File: src/rtl/puf_resp_engine.sv
// ---------------------------------------------------------------------------
// puf_resp_engine
//
// Ring-oscillator PUF response engine. For each of N_BITS oscillator pairs
// the engine counts rising edges of ro_a and ro_b over a fixed window. A bit
// votes 1 for a round when the A oscillator is faster. After VOTES rounds
// the majority decides the response bit. A bit is flagged unstable when its
// rounds did not all agree.
//
// Parameters
//   N_BITS     number of response bits / oscillator pairs
//   CHAL_W     challenge width
//   CNT_W      edge-counter width (counters saturate)
//   WINDOW     COUNT cycles per round
//   VOTES      measurement rounds per response (odd, 1..15)
//   SETTLE_CYC SETTLE cycles per round (>= 3, covers the synchroniser depth)
//
// Ports
//   clk        system clock
//   reset      asynchronous active-high reset
//   start      measurement request, only looked at in IDLE
//   challenge  challenge, captured into ro_sel when start is accepted
//   ro_a/ro_b  oscillator outputs, asynchronous to clk
//   ro_en      oscillator bank enable (SETTLE and COUNT only)
//   ro_sel     captured challenge driven to the oscillator bank
//   busy       high whenever the FSM is not in IDLE
//   done       one-cycle completion pulse
//   response   majority-voted response, held until the next completion
//   unstable   per-bit flag, set when the rounds disagreed
// ---------------------------------------------------------------------------
module puf_resp_engine #(
  parameter int N_BITS     = 8,
  parameter int CHAL_W     = 8,
  parameter int CNT_W      = 16,
  parameter int WINDOW     = 1024,
  parameter int VOTES      = 3,
  parameter int SETTLE_CYC = 4
) (
  input  logic              clk,
  input  logic              reset,
  input  logic              start,
  input  logic [CHAL_W-1:0] challenge,
  input  logic [N_BITS-1:0] ro_a,
  input  logic [N_BITS-1:0] ro_b,
  output logic              ro_en,
  output logic [CHAL_W-1:0] ro_sel,
  output logic              busy,
  output logic              done,
  output logic [N_BITS-1:0] response,
  output logic [N_BITS-1:0] unstable
);

  // The phase counter is shared by SETTLE and COUNT, so it is sized for
  // whichever of the two is longer.
  localparam int CYC_MAX = (WINDOW > SETTLE_CYC) ? WINDOW : SETTLE_CYC;
  localparam int CYC_W   = $clog2(CYC_MAX + 1);

  localparam logic [CYC_W-1:0] SETTLE_LAST = CYC_W'(SETTLE_CYC - 1);
  localparam logic [CYC_W-1:0] COUNT_LAST  = CYC_W'(WINDOW - 1);
  localparam logic [CYC_W-1:0] CYC_ONE     = CYC_W'(1);
  localparam logic [CNT_W-1:0] CNT_SAT     = '1;
  localparam logic [CNT_W-1:0] CNT_ONE     = CNT_W'(1);
  localparam logic [3:0]       VOTE_ALL    = 4'(VOTES);
  localparam logic [3:0]       VOTE_HALF   = 4'(VOTES / 2);
  localparam logic [3:0]       LAST_ROUND  = 4'(VOTES - 1);

  typedef enum logic [2:0] {
    S_IDLE,
    S_SETTLE,
    S_COUNT,
    S_COMPARE,
    S_DONE
  } state_t;

  state_t            state;
  logic [CYC_W-1:0]  cyc;
  logic [3:0]        round_idx;
  logic [3:0]        votes      [N_BITS];
  logic [3:0]        votes_next [N_BITS];
  logic [CNT_W-1:0]  cnt_a      [N_BITS];
  logic [CNT_W-1:0]  cnt_b      [N_BITS];
  logic [N_BITS-1:0] a_s1, a_s2, a_s3;
  logic [N_BITS-1:0] b_s1, b_s2, b_s3;
  logic [N_BITS-1:0] edge_a, edge_b;
  logic [N_BITS-1:0] round_res;
  logic [N_BITS-1:0] resp_next;
  logic [N_BITS-1:0] unst_next;

  // Two flops bring the oscillators into the clk domain; the third flop
  // only remembers the previous synchronised level for edge detection.
  always_ff @(posedge clk or posedge reset) begin
    if (reset) begin
      a_s1 <= '0;
      a_s2 <= '0;
      a_s3 <= '0;
      b_s1 <= '0;
      b_s2 <= '0;
      b_s3 <= '0;
    end else begin
      a_s1 <= ro_a;
      a_s2 <= a_s1;
      a_s3 <= a_s2;
      b_s1 <= ro_b;
      b_s2 <= b_s1;
      b_s3 <= b_s2;
    end
  end

  assign edge_a = a_s2 & ~a_s3;
  assign edge_b = b_s2 & ~b_s3;

  // Edge counters. They are cleared throughout SETTLE so edges caused by
  // the oscillators starting up never reach a count, and they only advance
  // during COUNT. Saturation keeps a very fast oscillator from wrapping to a
  // small value and losing the comparison.
  always_ff @(posedge clk or posedge reset) begin
    if (reset) begin
      for (int i = 0; i < N_BITS; i++) begin
        cnt_a[i] <= '0;
        cnt_b[i] <= '0;
      end
    end else if (state == S_SETTLE) begin
      for (int i = 0; i < N_BITS; i++) begin
        cnt_a[i] <= '0;
        cnt_b[i] <= '0;
      end
    end else if (state == S_COUNT) begin
      for (int i = 0; i < N_BITS; i++) begin
        if (edge_a[i] && (cnt_a[i] != CNT_SAT)) begin
          cnt_a[i] <= cnt_a[i] + CNT_ONE;
        end
        if (edge_b[i] && (cnt_b[i] != CNT_SAT)) begin
          cnt_b[i] <= cnt_b[i] + CNT_ONE;
        end
      end
    end
  end

  // Result of the round being compared, and what the response would be if
  // this were the last round. A tie counts as a 0 vote.
  always_comb begin
    round_res = '0;
    resp_next = '0;
    unst_next = '0;
    for (int i = 0; i < N_BITS; i++) begin
      round_res[i]  = (cnt_a[i] > cnt_b[i]);
      votes_next[i] = votes[i] + {3'b000, round_res[i]};
      resp_next[i]  = (votes_next[i] > VOTE_HALF);
      unst_next[i]  = (votes_next[i] != 4'd0) && (votes_next[i] != VOTE_ALL);
    end
  end

  // Main sequencer. All outputs are registered and change together with the
  // state, so ro_en, busy and done line up exactly with the state they
  // describe. The response registers are written only on the way into DONE.
  always_ff @(posedge clk or posedge reset) begin
    if (reset) begin
      state     <= S_IDLE;
      cyc       <= '0;
      round_idx <= '0;
      ro_sel    <= '0;
      ro_en     <= 1'b0;
      busy      <= 1'b0;
      done      <= 1'b0;
      response  <= '0;
      unstable  <= '0;
      for (int i = 0; i < N_BITS; i++) begin
        votes[i] <= '0;
      end
    end else begin
      case (state)
        S_IDLE: begin
          done <= 1'b0;
          if (start) begin
            state     <= S_SETTLE;
            ro_sel    <= challenge;
            cyc       <= '0;
            round_idx <= '0;
            ro_en     <= 1'b1;
            busy      <= 1'b1;
            for (int i = 0; i < N_BITS; i++) begin
              votes[i] <= '0;
            end
          end
        end

        S_SETTLE: begin
          if (cyc == SETTLE_LAST) begin
            cyc   <= '0;
            state <= S_COUNT;
          end else begin
            cyc <= cyc + CYC_ONE;
          end
        end

        S_COUNT: begin
          if (cyc == COUNT_LAST) begin
            cyc   <= '0;
            ro_en <= 1'b0;
            state <= S_COMPARE;
          end else begin
            cyc <= cyc + CYC_ONE;
          end
        end

        S_COMPARE: begin
          votes     <= votes_next;
          round_idx <= round_idx + 4'd1;
          if (round_idx == LAST_ROUND) begin
            state    <= S_DONE;
            done     <= 1'b1;
            response <= resp_next;
            unstable <= unst_next;
          end else begin
            state <= S_SETTLE;
            ro_en <= 1'b1;
          end
        end

        S_DONE: begin
          done  <= 1'b0;
          busy  <= 1'b0;
          state <= S_IDLE;
        end

        default: begin
          state <= S_IDLE;
          ro_en <= 1'b0;
          busy  <= 1'b0;
          done  <= 1'b0;
        end
      endcase
    end
  end

endmodule

File: config.mk
export PLATFORM = sky130hd
export DESIGN_NAME = puf_resp_engine
export DESIGN_NICKNAME = d
export VERILOG_FILES = /design/src/rtl/puf_resp_engine.sv
export SDC_FILE = /design/constraint.sdc
export NUM_CORES = 1
export LEC_CHECK = 0
export CAP_MARGIN = 10
export CELL_PAD_IN_SITES_DETAIL_PLACEMENT = 0
export CELL_PAD_IN_SITES_GLOBAL_PLACEMENT = 1
export CORE_UTILIZATION = 53
export DETAILED_ROUTE_END_ITERATION = 10
export GPL_ROUTABILITY_DRIVEN = 0
export PLACE_DENSITY_LB_ADDON = 0.1
export SETUP_SLACK_MARGIN = 0.02
export SYNTH_ARGS = -nofsm -noshare
export SYNTH_HDL_FRONTEND = slang
export SYNTH_SLANG_ARGS = --single-unit
File: constraint.sdc
create_clock -name clk -period 21.9 [get_ports clk]
set_input_delay 4.38 -clock clk [delete_from_list [all_inputs] [get_ports clk]]
set_output_delay 4.38 -clock clk [all_outputs]
set_load 0.01 [all_outputs]
==> results.md, run 1 <==
Cells and area:
- The final net count is 2,534.
- In the layout the commonest cells are dfrtp_1, nor2_1, nand2_1.
- The layout overhead on the synthesized area is 11.4%.
- Leaving out fill and tap cells, the most frequent cell in the layout is dfrtp_1.
- The number of antenna diodes in the final layout is 0.
- In the final layout, the share of cells above drive strength 1 is 5.21%.

Power:
- The highest ir drop seen on vdd is 0.0614 mV.
- The static leakage power is 10.1 nW.
- The power density over the cells is 60.8 nW/um2.
- The completed layout was analyzed and its total power is 1.48 mW.

Die:
- The number of top-level pins is 54.
- The effective utilization at floorplan is 53.7%.
- After floorplanning, the core was sized to cover 40,700 um2.
- In this run the vertical extent of the chip is 205 um.
- The horizontal die dimension is 205 um.
- The number of rows created at floorplan is 74.
- The die covers 42,100 um2.

Critical path:
- The worst setup path is of the primary input to asynchronous set/reset pin kind.
- STA classifies the critical path startpoint as a primary input.
- The highest-delay cell along the critical path is buf_4.
- The critical path data required time is 22,480 ps.
- The worst setup path is captured at an asynchronous set/reset pin.
- The signal on the critical path passes through clkdlybuf4s50_1 > inv_8 > buf_4 > buf_4.
- The largest incremental delay on the critical path is 860 ps.
- The sum of buffers and inverters on the critical path is 4.
- The data arrival time at the worst-slack endpoint is 7250 ps.
- Broken down by cell family, the worst path's largest delay share belongs to buffers and inverters.
- In this run the number of cells on the critical path is 4.
- Of all nets on the critical path, the largest fanout is 118.
- The most frequent cell on the critical path is buf_4.
- Measured in cells, the most critical reg-to-reg path has a length of 5.

Synth:
- For this run, the number of Yosys warnings is 0.
- The synthesized instance count is 2,303.
- The synthesized design contains 0 enable-type register cells.
- In the synthesized netlist the async set-or-reset flop fraction comes to 100%.
- The synthesized netlist contains 75 unique library cells.
- The synthesized netlist net count is 2,493.
- For this run, the leading register cell type out of synthesis is dfrtp_1.
- In this run the cell area of the synthesized design comes to 21,900 um2.
- After synthesis the netlist holds a flip-flop and latch count of 381.
- The average instance in the mapped netlist occupies 9.50 um2.
- The share of the Yosys chip area taken by registers is 43.6%.

Clocking:
- The deepest clock path buffer count is 3.
- Buffers inserted during clock tree synthesis total 44.
- The clock net sink count is 381.
- The post-CTS repair timing setup buffer count is 0.
- After clock tree synthesis, the repair step resized 0 gates.
- The later pin in the worst-skew pair is clocked with a latency of 580 ps.
- The clock transition at the registers of the reported paths is 60 ps.
- TritonCTS built the clock tree.
- The H-tree generated during clock tree synthesis spans 2 levels.
- The number of hold buffers added after CTS was 0.
- The clock root buffer is clkbuf_16.

Route:
- The count of routing violations after the opening detailed-route iteration is 835.
- Before antenna repair, the detailed router went through 6 iterations.
- Dividing the detail-routed wire length by the instance count gives 17.2 um.
- Dividing the detail-routed via count by the number of cells gives 5.91.
- In the routed design, unresolved DRC markers number 0.
- The total number of vias is 17,200.
- The total wire length after detailed routing is 49,900 um.
- The number of nets with antenna violations after routing is 0.

STA:
- Clock skew on the completed layout was measured at 28.2 ps.
- The max-slew violation count is 0.
- Setup repair after global routing left no endpoint under its margin.
- The setup TNS is 0 ps.
- Setup violations remaining at the end of the flow were counted as 0.
- The shortest clock period the worst path allows after layout is 6660 ps.
- In the post-route analysis, the smallest setup slack over all paths is 15,240 ps.
- For this run, the top clock speed supported by timing is 150 MHz.
- Across all hold checks on the routed design, the worst slack comes to 347 ps.
- At the pin with the least slew margin, the transition time is 1070 ps.
- The count of final hold-check violations is 0.
- Measured against its own limit, the worst slew margin works out to 28.4%.
- The final critical path takes up 30.4% of the cycle.

GRT:
- The via count of the first global-routing pass is 16,600.
- The initial antenna violation count is 2.
- Across every metal layer, demand over resource in global routing totals 24.5%.
- The sum of overflow across all layers after global routing is 0.
- The global-route wire length before repair is 84,000 um.
- The maximum number of pins on one net before global-route repair is 119.

Outcome:
- The flow ran to the end, and the final reports show no timing, DRC or antenna violations.

Place:
- The number of port buffers is 53.
- After legalization and detailed placement, the total HPWL measured 34,200 um.
- Prior to clock tree synthesis, the placed netlist has a worst setup slack of 14,460 ps.

Min path:
- Along the worst hold path, the cell count comes to 0.
- The worst hold path belongs to the class flop to flop.

Job:
- The number of max-capacitance violations reported is 0.
==> sequential cells by signal, indices dropped and copies added (netlist names) <==
| signal | flops |
|---|---|
| unstable | 8 |
| votes | 32 |
| busy | 1 |
| cnt_b | 128 |
| round_idx | 4 |
| cnt_a | 128 |
| b_s2 | 8 |
| state | 3 |
| a_s3 | 8 |
| cyc | 11 |
| b_s3 | 8 |
| a_s2 | 8 |
| done | 1 |
| response | 8 |
| b_s1 | 8 |
| ro_sel | 8 |
| ro_en | 1 |
| a_s1 | 8 |
==> power by group <==
group	leakage [nW]	internal [mW]	total (mW)	switching [mW]
Clock	0.727	0.451	0.745	0.294
Combinational	4.27	0.00762	0.0242	0.0166
Sequential	5.06	0.710	0.713	0.00302
==> synthesized netlist by cell type, types with 15 or more instances <==
master	count	area share, %
nor2_1	218	3.7
o21ai_0	109	2.5
o31ai_1	19	0.65
o22a_1	16	0.64
and4_1	30	1.2
a211oi_1	26	0.89
a22o_1	16	0.64
nor2b_1	15	0.43
nor3_1	55	1.3
nor4_1	50	1.4
or3_1	19	0.54
o2111ai_1	16	0.64
and3_1	41	1.2
dfrtp_1	381	44
nand4_1	99	2.8
a31oi_1	18	0.51
xnor2_1	123	4.9
o211ai_1	20	0.69
inv_1	165	2.8
a21oi_1	76	1.7
xor2_1	48	1.9
a21o_1	32	1.1
mux2i_1	32	1.5
nand3_1	119	2.7
ha_1	163	9.3
nand2_1	166	2.8
clkbuf_1	56	0.96
==> final cells by class <==
| cell class | instances | area, um2 |
|---|---|---|
| fill | 3590 | 16400 |
| multi-input combinational | 1683 | 11400 |
| sequential | 381 | 9530 |
| clock buffer | 68 | 1320 |
| tap | 532 | 666 |
| timing repair buffer | 69 | 651 |
| inverter | 165 | 627 |
| clock inverter | 12 | 146 |
==> per-stage QoR <==
step	util, %	instance area, um2	cells
global route	59.9	24400	2910
detailed placement	56.2	22900	2829
finish	59.9	24400	2910
floorplan	-	21900	2303
global placement	56.2	22900	2829
CTS	59.8	24400	2909
==> routing by layer <==
layer | wire [um] | global-route usage (%) | vias to the layer above | part of all wire, %
met5 | 13 | 0 | - | 0.026
met4 | 1150 | 7.14 | 2 | 2.3
met3 | 2230 | 4.31 | 90 | 4.5
met2 | 22700 | 38.5 | 319 | 45
met1 | 23800 | 34.6 | 8357 | 48
li1 | - | - | 8432 | -
==> cells by family after synthesis <==
| family | synth area share, % |
|---|---|
| and+or+nand+nor | 21.8 |
| DFF | 43.6 |
| xor gates and xnor gates | 6.84 |
| buffers and inverters | 4.25 |
| muxes | 1.93 |
| AOI/OAI and AO/OA | 12.3 |
| adders and majority gates | 9.32 |
==> worst paths after layout <==
path | from | to | slack [ps]
max in group clk | done | done | 15970
setup / recovery | reset | cnt_a[112] | 15240
hold / removal | b_s1[4] | b_s2[4] | 350
min in group asynchronous | reset | cnt_b[28] | 4350
setup reg to reg | state[2] | response[1] | 18450
hold reg to reg | b_s1[4] | b_s2[4] | 350
No activity file was read; power rests on OpenSTA's default activity.
==> run 2, diff against run 1 <==
--- a/config.mk
+++ b/config.mk
@@ -8,7 +8,7 @@
 export CAP_MARGIN = 10
 export CELL_PAD_IN_SITES_DETAIL_PLACEMENT = 0
 export CELL_PAD_IN_SITES_GLOBAL_PLACEMENT = 1
-export CORE_UTILIZATION = 53
+export CORE_UTILIZATION = 50
 export DETAILED_ROUTE_END_ITERATION = 10
 export GPL_ROUTABILITY_DRIVEN = 0
 export PLACE_DENSITY_LB_ADDON = 0.1
==> constraint.sdc (replaced) <==
create_clock -name clk -period 6.8 [get_ports clk]
set_input_delay 1.36 -clock clk [delete_from_list [all_inputs] [get_ports clk]]
set_output_delay 1.36 -clock clk [all_outputs]
set_load 0.01 [all_outputs]
==> results.md, run 2 (synthesized netlist as in run 1, its figures left out) <==
Job:
- The number of max-capacitance violations reported is 0 (unchanged).

STA:
- The number of endpoints failing setup at the final stage is 0 (unchanged).
- The max-slew violation count is 0 (unchanged).
- Of the available clock period, the critical path in the final layout requires 49.7%.
- The count of final hold-check violations is 0 (unchanged).
- The transition time at the pin with the least slew margin is 1230 ps (+163 ps).
- The worst-case setup margin in the final layout is 3420 ps (-11,820 ps).
- Based on the critical path, the design can be clocked at up to 296 MHz.
- Setup repair after global routing left no endpoint under its margin.
- The worst clock skew on the final layout is 18.4 ps (-9.88 ps).
- The worst hold slack across all endpoints was 341 ps (-6.45 ps).
- The setup TNS came to 0 ps (unchanged).
- Subtracting the final worst setup slack from the clock period gives 3380 ps.
- The worst-case headroom to the max-slew limit came to 17.9% (-11 points).

Die:
- The horizontal die dimension was 211 um (+2.9%).
- The number of top-level pins is 54 (unchanged).
- The overall die height is 211 um (+2.9%).
- The number of rows created at floorplan is 76 (+2.7%).
- The core area is 43,100 um2 (+5.7%).
- The die outline area is 44,600 um2 (+5.9%).
- The effective utilization at floorplan is 50.8% (-2.9 points).

Critical path:
- The minimum setup slack among reg-to-reg paths is 3420 ps (-15,030 ps).
- STA classifies the critical path endpoint as a flop.
- The endpoint identified for the worst register-to-register timing path is response[0].
- Among all stages on the critical path, the largest delay is contributed by nor2b_2.
- The highest fanout seen on the critical path is 26 (-78%).
- The sum of buffers and inverters on the critical path is 0 (-4).
- The startpoint identified for the worst register-to-register timing path is state[0].
- The startpoint kind of the worst setup timing path is a flop.
- The largest incremental delay on the critical path is 1110 ps (+250 ps).
- The critical path data required time is 7260 ps (-15,220 ps).
- The depth of the most critical reg-to-reg path is 4 (-1).
- The startpoint-to-endpoint class of the critical path is flop to flop.
- The data arrival time at the worst-slack endpoint was 3840 ps (-3410 ps).
- The signal on the critical path passes through nand3b_1 > nor2b_2 > o21ai_0 > o22a_1.
- Broken down by cell family, the worst path's largest delay share belongs to simple AND/OR/NAND/NOR gates.

Clocking:
- The deepest clock path buffer count is 3 (unchanged).
- In this run the clock root is driven by a clkbuf_16.
- The number of instances resized during post-cts repair was 0 (unchanged).
- The clock tree from TritonCTS is built.
- The hold-fix buffer count after cts is 0 (unchanged).
- The clock insertion delay at the later pin of the skew report is 570 ps (about the same).
- The number of H-tree levels is 2 (unchanged).
- The clock net sink count is 381 (unchanged).
- The number of CTS-inserted buffers came to 44 (unchanged).
- The clock transition at the registers of the reported paths is 60 ps (about the same).
- The post-CTS repair timing setup buffer count is 0 (unchanged).

GRT:
- The met2 usage in global routing came to 35.2% (-3.3 points).
- The overall routing resource usage is 23.2% (-1.3 points).
- The sum of overflow across all layers after global routing is 0 (unchanged).
- The via count of the first global-routing pass is 16,700 (+0.28%).
- The maximum number of pins on one net before global-route repair is 196 (+65%).
- The global-route wire length before repair was 84,600 um (+0.65%).
- The initial antenna violation count is 0 (-2).
- met2 is the most crowded layer.
- The met1 layer usage reported by global route is 33.9% (-0.67 points).
- The global routing met3 resource utilization is 3.52% (-0.78 points).

Route:
- The post-detailed-route via-to-cell ratio is 5.79 (-2.1%).
- The number of nets with antenna violations after routing was 0 (unchanged).
- The total number of vias is 17,100 (-0.49%).
- The number of remaining DRC errors is 0 (unchanged).
- The average detailed-routed wire length per instance was 17.0 um (-0.79%).
- The total wire length after detailed routing came to 50,400 um (+0.81%).
- The count of routing violations after the opening detailed-route iteration is 1,064 (+27%).
- The length of the first detailed-routing pass in iterations is 5 (-1).

Cells and area:
- The layout overhead on the synthesized area is 11.6%.
- The number of fill cells in the layout is 3,881 (+8.1%).
- The fraction of layout cells with a size suffix above 1 came to 5.35% (+0.14 points).
- In the final layout, the registers with the most flip-flops are cnt_a (128), cnt_b (128), votes (32).
- The post-layout utilization of the core is 56.7% (-3.1 points).
- The final net count is 2,529 (-0.20%).
- The total non-filler cell area in the finished layout was 24,400 um2 (+0.18%).
- In the layout the commonest cells are dfrtp_1, nor2_1, nand2_1.
- Leaving out fill and tap cells, the most frequent cell in the layout is dfrtp_1.
- The number of antenna diodes came to 0 (unchanged).

Min path:
- The worst hold path depth is 0 (unchanged).
- The start point of the worst hold path is b_s1[6].
- The path class of the tightest hold or removal check is flop to flop.
- The worst hold path terminates at b_s2[6].

Power:
- The static leakage power came to 10.0 nW (-0.15%).
- The power density over the cells is 194 nW/um2 (+220%).
- The highest ir drop seen on vdd is 0.184 mV (+200%).

Outcome:
- The flow ran to the end, and the final reports show no timing, DRC or antenna violations.

Place:
- The setup slack after placement is 3430 ps (-11,030 ps).
- The placed cell area is 23,000 um2 (+0.31%).
- The number of port buffers is 53 (unchanged).
- The final HPWL from detailed placement is 33,700 um (-1.4%).
[run 2: power by group]
part           switching [mW]  total (mW)  internal [mW]
clock                   0.965        2.36           1.40
combinational          0.0525      0.0782         0.0257
sequential             0.0101        2.30           2.29
total                    1.03        4.74           3.71
[run 2: layer usage]
layer / vias up / part of all wire, %
li1: 8414 / -
met5: - / 0
met2: 327 / 44
met1: 8302 / 49
met3: 72 / 4.5
met4: 0 / 2.3
[run 2: layout make-up]
class                      count  area (um2)  share of cell area (%)
multi-input combinational   1683       11400                    46.8
sequential                   381        9530                    39.0
inverter                     165         623                    2.55
clock buffer                  63        1330                    5.46
tap                          585         732                    3.00
timing repair buffer          64         651                    2.66
clock inverter                16         118                   0.481
[run 2: worst max path at each step]
stage,from,end,cells past startpoint
floorplan,reset,a_s1[0],1
global placement,state[2],ro_en,6
detailed placement,state[0],response[5],4
CTS,state[0],response[5],4
global route,state[0],unstable[1],4
finish,state[0],response[0],4
[run 2: stage by stage]
stage               power (mW)  instances
floorplan                 2.38       2303
global placement          2.42       2878
detailed placement        2.42       2878
CTS                       4.81       2957
global route              4.91       2957
finish                    4.74       2957
